File: config.mk
export PLATFORM = sky130hd
export DESIGN_NAME = text_color_pipeline
export DESIGN_NICKNAME = d
export VERILOG_FILES = /design/src/rtl/text_color_pkg.sv /design/src/rtl/text_palette_ram.sv /design/src/rtl/text_color_pipeline.sv
export SDC_FILE = /design/constraint.sdc
export NUM_CORES = 1
export LEC_CHECK = 0
export ABC_AREA = 1
export BUFFER_PORTS_ARGS = -buffer_cell sky130_fd_sc_hd__buf_4
export CORE_ASPECT_RATIO = 1.25
export CORE_MARGIN = 2
export CORE_UTILIZATION = 45
export CTS_BUF_LIST = sky130_fd_sc_hd__clkbuf_4 sky130_fd_sc_hd__clkbuf_8
export CTS_CLUSTER_SIZE = 20
export DETAILED_ROUTE_END_ITERATION = 8
export PLACE_DENSITY = 0.66
export SYNTH_ARGS = -nofsm -noshare
export SYNTH_HDL_FRONTEND = slang
export SYNTH_HIERARCHICAL = 1
export SYNTH_SLANG_ARGS = --single-unit
export TNS_END_PERCENT = 1
File: constraint.sdc
create_clock -name pixel_clk_i -period 5.5 [get_ports pixel_clk_i]
set_clock_uncertainty 0.15 [all_clocks]
set_input_delay 0.55 -clock pixel_clk_i [delete_from_list [all_inputs] [get_ports pixel_clk_i]]
set_output_delay 0.55 -clock pixel_clk_i [all_outputs]
set_load 0.01 [all_outputs]
File: src/rtl/text_color_pkg.sv
`default_nettype none
// ============================================================================
// Module      : text_color_pkg
// Description : Shared types, default parameters and helper functions for the
//               text-mode pixel colorizer.
// Revision    : 1.0 - initial release
// ============================================================================
package text_color_pkg;

    localparam int DEF_CHANNEL_BITS = 4;
    localparam int DEF_PAL_ENTRIES  = 16;
    localparam int DEF_FONT_W       = 8;
    localparam int DEF_FONT_H       = 16;
    localparam int DEF_BLINK_FRAMES = 30;
    localparam int DEF_IDX_W        = $clog2(DEF_PAL_ENTRIES);

    // Pixel coordinate width and the widest font row the bit selector accepts
    localparam int COORD_W       = 10;
    localparam int FONT_LINE_MAX = 64;

    typedef struct packed {
        logic [DEF_CHANNEL_BITS-1:0] r;
        logic [DEF_CHANNEL_BITS-1:0] g;
        logic [DEF_CHANNEL_BITS-1:0] b;
    } rgb_t;

    // Palette index width; a one-entry palette still needs a one-bit index
    function automatic int idx_width(input int entries);
        return (entries > 1) ? $clog2(entries) : 1;
    endfunction

    function automatic logic is_pow2(input int v);
        return (v > 0) && ((v & (v - 1)) == 0);
    endfunction

    // Picks the font bit for pixel column x; the leftmost pixel is the MSB
    function automatic logic font_bit_sel(input logic [FONT_LINE_MAX-1:0] line,
                                          input int unsigned               fw,
                                          input logic [COORD_W-1:0]        x);
        int unsigned pos;
        pos = fw - 32'd1 - (32'(x) % fw);
        return line[pos[5:0]];
    endfunction

endpackage
`default_nettype wire

File: src/rtl/text_palette_ram.sv
`default_nettype none
// ============================================================================
// Module      : text_palette_ram
// Description : Writable colour palette with registered read. Reads return the
//               entry as it was before a same-cycle write. A blank request
//               forces the registered colour to zero.
// Revision    : 1.0 - initial release
// ============================================================================
module text_palette_ram
    import text_color_pkg::*;
#(
    parameter  int CHANNEL_BITS = DEF_CHANNEL_BITS,
    parameter  int PAL_ENTRIES  = DEF_PAL_ENTRIES,
    localparam int IDX_W        = idx_width(PAL_ENTRIES),
    localparam int RGB_W        = 3 * CHANNEL_BITS
) (
    input  logic             clk_i,
    input  logic             rst_i,
    input  logic             we_i,
    input  logic [IDX_W-1:0] waddr_i,
    input  logic [RGB_W-1:0] wdata_i,
    input  logic [IDX_W-1:0] raddr_i,
    input  logic             zero_i,
    output logic [RGB_W-1:0] rdata_o
);

    logic [RGB_W-1:0] pal_q [PAL_ENTRIES];
    logic [RGB_W-1:0] rdata_q;
    logic [RGB_W-1:0] rdata_d;

    // Palette storage: entry 0 resets to black, all others to white
    always_ff @(posedge clk_i or posedge rst_i) begin
        if (rst_i) begin
            for (int i = 0; i < PAL_ENTRIES; i++) begin
                pal_q[i] <= (i == 0) ? '0 : '1;
            end
        end else if (we_i) begin
            pal_q[waddr_i] <= wdata_i;
        end
    end

    // Lookup value for the output register, blanked on request
    always_comb begin
        rdata_d = zero_i ? '0 : pal_q[raddr_i];
    end

    // Registered read port
    always_ff @(posedge clk_i or posedge rst_i) begin
        if (rst_i) begin
            rdata_q <= '0;
        end else begin
            rdata_q <= rdata_d;
        end
    end

    assign rdata_o = rdata_q;

endmodule
`default_nettype wire

File: src/rtl/text_color_pipeline.sv
`default_nettype none
// ============================================================================
// Module      : text_color_pipeline
// Description : Two-stage text-mode pixel colorizer. Stage 1 resolves the
//               pixel-on state (font bit, inverse, blink, cursor) into a
//               palette index; stage 2 is the palette lookup.
// Revision    : 1.0 - initial release
// ============================================================================
module text_color_pipeline
    import text_color_pkg::*;
#(
    parameter  int CHANNEL_BITS = DEF_CHANNEL_BITS,
    parameter  int PAL_ENTRIES  = DEF_PAL_ENTRIES,
    parameter  int FONT_W       = DEF_FONT_W,
    parameter  int FONT_H       = DEF_FONT_H,
    parameter  int BLINK_FRAMES = DEF_BLINK_FRAMES,
    localparam int IDX_W        = idx_width(PAL_ENTRIES),
    localparam int RGB_W        = 3 * CHANNEL_BITS
) (
    input  logic                    pixel_clk_i,
    input  logic                    reset_i,
    input  logic                    pal_we_i,
    input  logic [IDX_W-1:0]        pal_waddr_i,
    input  logic [RGB_W-1:0]        pal_wdata_i,
    input  logic                    frame_start_i,
    input  logic                    cursor_en_i,
    input  logic [9:0]              cursor_col_i,
    input  logic [9:0]              cursor_row_i,
    input  logic                    in_valid_i,
    input  logic                    in_blank_i,
    input  logic [9:0]              drawx_i,
    input  logic [9:0]              drawy_i,
    input  logic [FONT_W-1:0]       font_line_i,
    input  logic                    attr_inv_i,
    input  logic                    attr_blink_i,
    input  logic [IDX_W-1:0]        fg_idx_i,
    input  logic [IDX_W-1:0]        bg_idx_i,
    output logic                    out_valid_o,
    output logic [CHANNEL_BITS-1:0] red_o,
    output logic [CHANNEL_BITS-1:0] green_o,
    output logic [CHANNEL_BITS-1:0] blue_o
);

    localparam int FW_SH = $clog2(FONT_W);
    localparam int FH_SH = $clog2(FONT_H);
    localparam int CNT_W = (BLINK_FRAMES > 1) ? $clog2(BLINK_FRAMES) : 1;

    // Parameter sanity checks at elaboration time
    if (!is_pow2(FONT_W) || FONT_W > FONT_LINE_MAX) begin : g_chk_font_w
        $error("FONT_W must be a power of 2 no larger than 64");
    end
    if (!is_pow2(FONT_H)) begin : g_chk_font_h
        $error("FONT_H must be a power of 2");
    end
    if (!is_pow2(PAL_ENTRIES)) begin : g_chk_pal
        $error("PAL_ENTRIES must be a power of 2");
    end
    if (BLINK_FRAMES < 1) begin : g_chk_blink
        $error("BLINK_FRAMES must be at least 1");
    end

    logic [CNT_W-1:0] blink_cnt_q, blink_cnt_d;
    logic             blink_phase_q, blink_phase_d;
    logic [IDX_W-1:0] idx_q, idx_d;
    logic             blank_q;
    logic             valid1_q;
    logic             valid2_q;
    logic             cursor_hit;
    logic             pix_on;
    logic [RGB_W-1:0] rgb;

    // Blink timer: count frames, flip the phase every BLINK_FRAMES frames
    always_comb begin
        blink_cnt_d   = blink_cnt_q;
        blink_phase_d = blink_phase_q;
        if (frame_start_i) begin
            if (blink_cnt_q == CNT_W'(BLINK_FRAMES - 1)) begin
                blink_cnt_d   = '0;
                blink_phase_d = ~blink_phase_q;
            end else begin
                blink_cnt_d = blink_cnt_q + 1'b1;
            end
        end
    end

    // Blink timer state
    always_ff @(posedge pixel_clk_i or posedge reset_i) begin
        if (reset_i) begin
            blink_cnt_q   <= '0;
            blink_phase_q <= 1'b0;
        end else begin
            blink_cnt_q   <= blink_cnt_d;
            blink_phase_q <= blink_phase_d;
        end
    end

    // Cursor cell compare on the character coordinates of this pixel
    assign cursor_hit = cursor_en_i
                     && ((drawx_i >> FW_SH) == cursor_col_i)
                     && ((drawy_i >> FH_SH) == cursor_row_i);

    // Pixel-on resolution; the blink phase seen here is the pre-edge value
    always_comb begin
        pix_on = font_bit_sel(FONT_LINE_MAX'(font_line_i), $unsigned(FONT_W), drawx_i);
        pix_on = pix_on ^ attr_inv_i;
        if (attr_blink_i && blink_phase_q) begin
            pix_on = 1'b0;
        end
        if (cursor_hit && !blink_phase_q) begin
            pix_on = ~pix_on;
        end
        idx_d = pix_on ? fg_idx_i : bg_idx_i;
    end

    // Stage 1 and the stage 2 valid; the pipeline never stalls
    always_ff @(posedge pixel_clk_i or posedge reset_i) begin
        if (reset_i) begin
            idx_q    <= '0;
            blank_q  <= 1'b0;
            valid1_q <= 1'b0;
            valid2_q <= 1'b0;
        end else begin
            idx_q    <= idx_d;
            blank_q  <= in_blank_i;
            valid1_q <= in_valid_i;
            valid2_q <= valid1_q;
        end
    end

    // Stage 2: palette lookup, forced to black when the pixel is blanked
    text_palette_ram #(
        .CHANNEL_BITS (CHANNEL_BITS),
        .PAL_ENTRIES  (PAL_ENTRIES)
    ) u_palette (
        .clk_i   (pixel_clk_i),
        .rst_i   (reset_i),
        .we_i    (pal_we_i),
        .waddr_i (pal_waddr_i),
        .wdata_i (pal_wdata_i),
        .raddr_i (idx_q),
        .zero_i  (blank_q),
        .rdata_o (rgb)
    );

    assign out_valid_o = valid2_q;
    assign red_o       = rgb[RGB_W-1 -: CHANNEL_BITS];
    assign green_o     = rgb[2*CHANNEL_BITS-1 -: CHANNEL_BITS];
    assign blue_o      = rgb[CHANNEL_BITS-1:0];

endmodule
`default_nettype wire
==> results_dict.tcl <==
set metrics [dict create \
    switching_share_pct 31.7 \
    relSlewSlack_pct 16.0 \
    fin_tns_setup_ns 0 \
    setup_viol 0 \
    stdcell_count 1858 \
    yosys.area.top_type_share_pct 43.1 \
    synth.most_common_cell "nand2_1" \
    hold_depth 3 \
    clock_power_share_pct 30.0 \
    postLayoutCoreUtil_pct 52.9 \
    netlist_area_um2 11000 \
    yosysWarnings 6 \
    grt_overflow_total 0 \
    p_per_area_nw_per_um2 408 \
    die_y_um 179 \
    cts_buffers 38 \
    hold_path.class "in -> reg" \
    r2r_setup_slack_ns 2.94 \
    yosys.cell_types.count 34 \
    synth.area.top_cells "dfstp_2 (43%), nand2_1 (16%), dfrtp_1 (8.4%)" \
    comb_power_share_pct 24.0 \
    power.switching_mw 1.63 \
    drive_gt1_share_pct 24.6 \
    avgSynthCellArea_um2 7.58 \
    holdPathEnd "idx_q[0]" \
    antenna_found_initial 0 \
    drt-initial-drc-count 724 \
    internal-power_mw 3.51 \
    grt_pass1_vias 8987 \
    synthFlopType "dfstp_2" \
    row_count 63 \
    hold_viol 0 \
    syn_nets 1529 \
    r2r_end "u_palette/rdata_o[5]" \
    routed_wl_um 28800 \
    power_frac_seq_pct 46.0 \
    coreArea_um2 23800 \
    synth-seq-area-share_pct 51.6 \
    worstSetupPathType "reg -> reg" \
    irDropWorstVdd_mv 0.200 \
    drcViolationCount 0 \
    hold_slack_ns 0.0715 \
    reg2reg_from "idx_q[0]" \
    areaGrowthSynthToFinish_pct 14.8 \
    dp_hpwl_um 17200 \
    synth_edf_count 0 \
    initial_core_util_pct 46.1 \
    drv_slew 0 \
    ys_top_cells_by_count "nand2_1 (482), inv_1 (185), o21ai_0 (183), dfstp_2 (180), nand3_1 (135)" \
    r2r_cells 7 \
    dr.pass1.iters 5 \
    cts_tree "yes" \
    io_buffers 89 \
    place_congestion 0.797 \
    rsz0062_at_grt "no" \
    period_share_pct 46.5 \
    critPathArrivalTime_ns 2.83 \
    syn_inst 1446 \
    path_max_fanout 76 \
    detail_route.wl_per_cell_um 15.5 \
    post-cts-setup-buffers 0 \
    clockBufferDepth 3 \
    required_ns 5.78 \
    nets 1587 \
    via_count 9286 \
    p_leak_nw 5.97 \
    synth_top_cell_by_area "dfstp_2" \
    worst_pin_slew_ns 1.26 \
    worst_setup_path_start_kind "flip-flop" \
    ant_nets 0 \
    hold_start "fg_idx_i[0]" \
    avgViaCountPerCell 5.00 \
    die_area_um2 25600 \
    outcome "finished, final reports clean" \
    grt_max_degree 205 \
    grt_pass1_wl_um 46500 \
    period_needed_ns 2.56 \
    ys_seq_elements 217 \
    max-cap-violations 0 \
    timing.fmax_mhz 391 \
    chipWidth_um 144 \
    power_mw 5.14 \
    async_flop_share_pct 100 \
    cts_sinks 217 \
    antennaDiodeCount 0 \
    grt_usage_pct 23.3 \
    htree_levels 2 \
    post-place-cells 1786 \
    clk_latency_ns 0.53 \
    cts.clk_slew.worst_paths_ns 0.06 \
    clock-root-buffer "clkbuf_8" \
    end_kind "flip-flop" \
    ios 94 \
]
-- cell families after synthesis --
family | share of synthesized area [%]
buf+inv | 10.1
flops | 51.6
fa+ha+maj | 0.228
compound gates | 10.4
simple gates | 27.3
xor+xnor | 0.320
-- repair_timing --
action,in CTS,in global routing
hold endpoints to repair,15,0
resized for setup,0,0
hold buffers,3,0
setup endpoints to repair,0,0
-- flip-flops by register name, indices dropped and copies added, names as in the netlist --
| name | count |
|---|---|
| valid1_q | 1 |
| blink_cnt_q | 5 |
| u_palette/rdata_o | 12 |
| blink_phase_q | 1 |
| blank_q | 1 |
| idx_q | 4 |
| out_valid_o | 1 |
| u_palette/pal_q | 192 |
-- stage by stage --
| stage | worst slack (ns) | instance area [um^2] |
|---|---|---|
| 6_report | 2.94 | 12600 |
| 3_5_place_dp | 2.89 | 11800 |
| 2_1_floorplan | 2.30 | 11000 |
| 3_3_place_gp | 2.98 | 11800 |
| 4_1_cts | 2.97 | 12600 |
| 5_1_grt | 2.75 | 12600 |
-- how the worst max path moves through the flow --
stage / cells past startpoint / from / endpoint
3_5_place_dp: 4 / pal_waddr_i[0] / u_palette/pal_q[95]
5_1_grt: 7 / idx_q[0] / u_palette/rdata_o[5]
3_3_place_gp: 7 / idx_q[0] / u_palette/rdata_o[5]
2_1_floorplan: 1 / reset_i / u_palette/pal_q[180]
4_1_cts: 7 / idx_q[0] / u_palette/rdata_o[2]
6_report: 7 / idx_q[0] / u_palette/rdata_o[5]
-- placed cells by master (no fill, tap or decap), types with 2 or more instances in the layout --
| master | count |
|---|---|
| nand2_1 | 482 |
| inv_1 | 184 |
| o21ai_0 | 183 |
| dfstp_2 | 180 |
| nand3_1 | 135 |
| buf_4 | 98 |
| nor2_1 | 75 |
| clkbuf_8 | 48 |
| dfrtp_1 | 35 |
| o21ai_1 | 26 |
| clkbuf_4 | 15 |
| a21oi_1 | 14 |
| inv_2 | 7 |
| nor2_2 | 6 |
| nand3_2 | 5 |
| nand4_1 | 4 |
| clkinv_2 | 4 |
| nand2_4 | 3 |
| dlygate4sd3_1 | 3 |
| xor2_1 | 2 |
| o22ai_1 | 2 |
| clkinv_1 | 2 |
| xnor2_1 | 2 |
| ha_1 | 2 |
| clkinvlp_4 | 2 |
-- routing by layer --
| metal | global-route usage, % | part of all wire [%] |
|---|---|---|
| met1 | 31.2 | 45 |
| met3 | 3.49 | 5.5 |
| met2 | 38.1 | 46 |
| met4 | 8.86 | 3.1 |
| met5 | 0 | 0 |
-- worst max-delay path, cell delays in order (launching register included) --
cell and delay, ns:
dfrtp_4 0.81, buf_4 0.75, nand2_1 0.12, o21ai_1 0.11
nand2_1 0.06, nand3_1 0.10, nand3_1 0.08, a21oi_1 0.21
-- power groups by stage --
stage	clock [mW]	combinational [mW]	sequential, mW
floorplan	0	0.916	2.31
finish	1.54	1.23	2.36
global route	1.65	1.42	2.41
CTS	1.58	1.23	2.36
global placement	0	1.20	2.37
detailed placement	0	1.23	2.38
-- cell type report --
| cell class | count | area [um^2] |
|---|---|---|
| clock buffers | 63 | 773 |
| repair buffers | 102 | 786 |
| flip-flops and latches | 217 | 5660 |
| fillers | 2314 | 11200 |
| inverters | 194 | 732 |
| clock inverters | 6 | 36.3 |
| multi-input cells | 951 | 4200 |
| well taps | 325 | 407 |
Note: power is estimated with default switching activity, not from simulation.
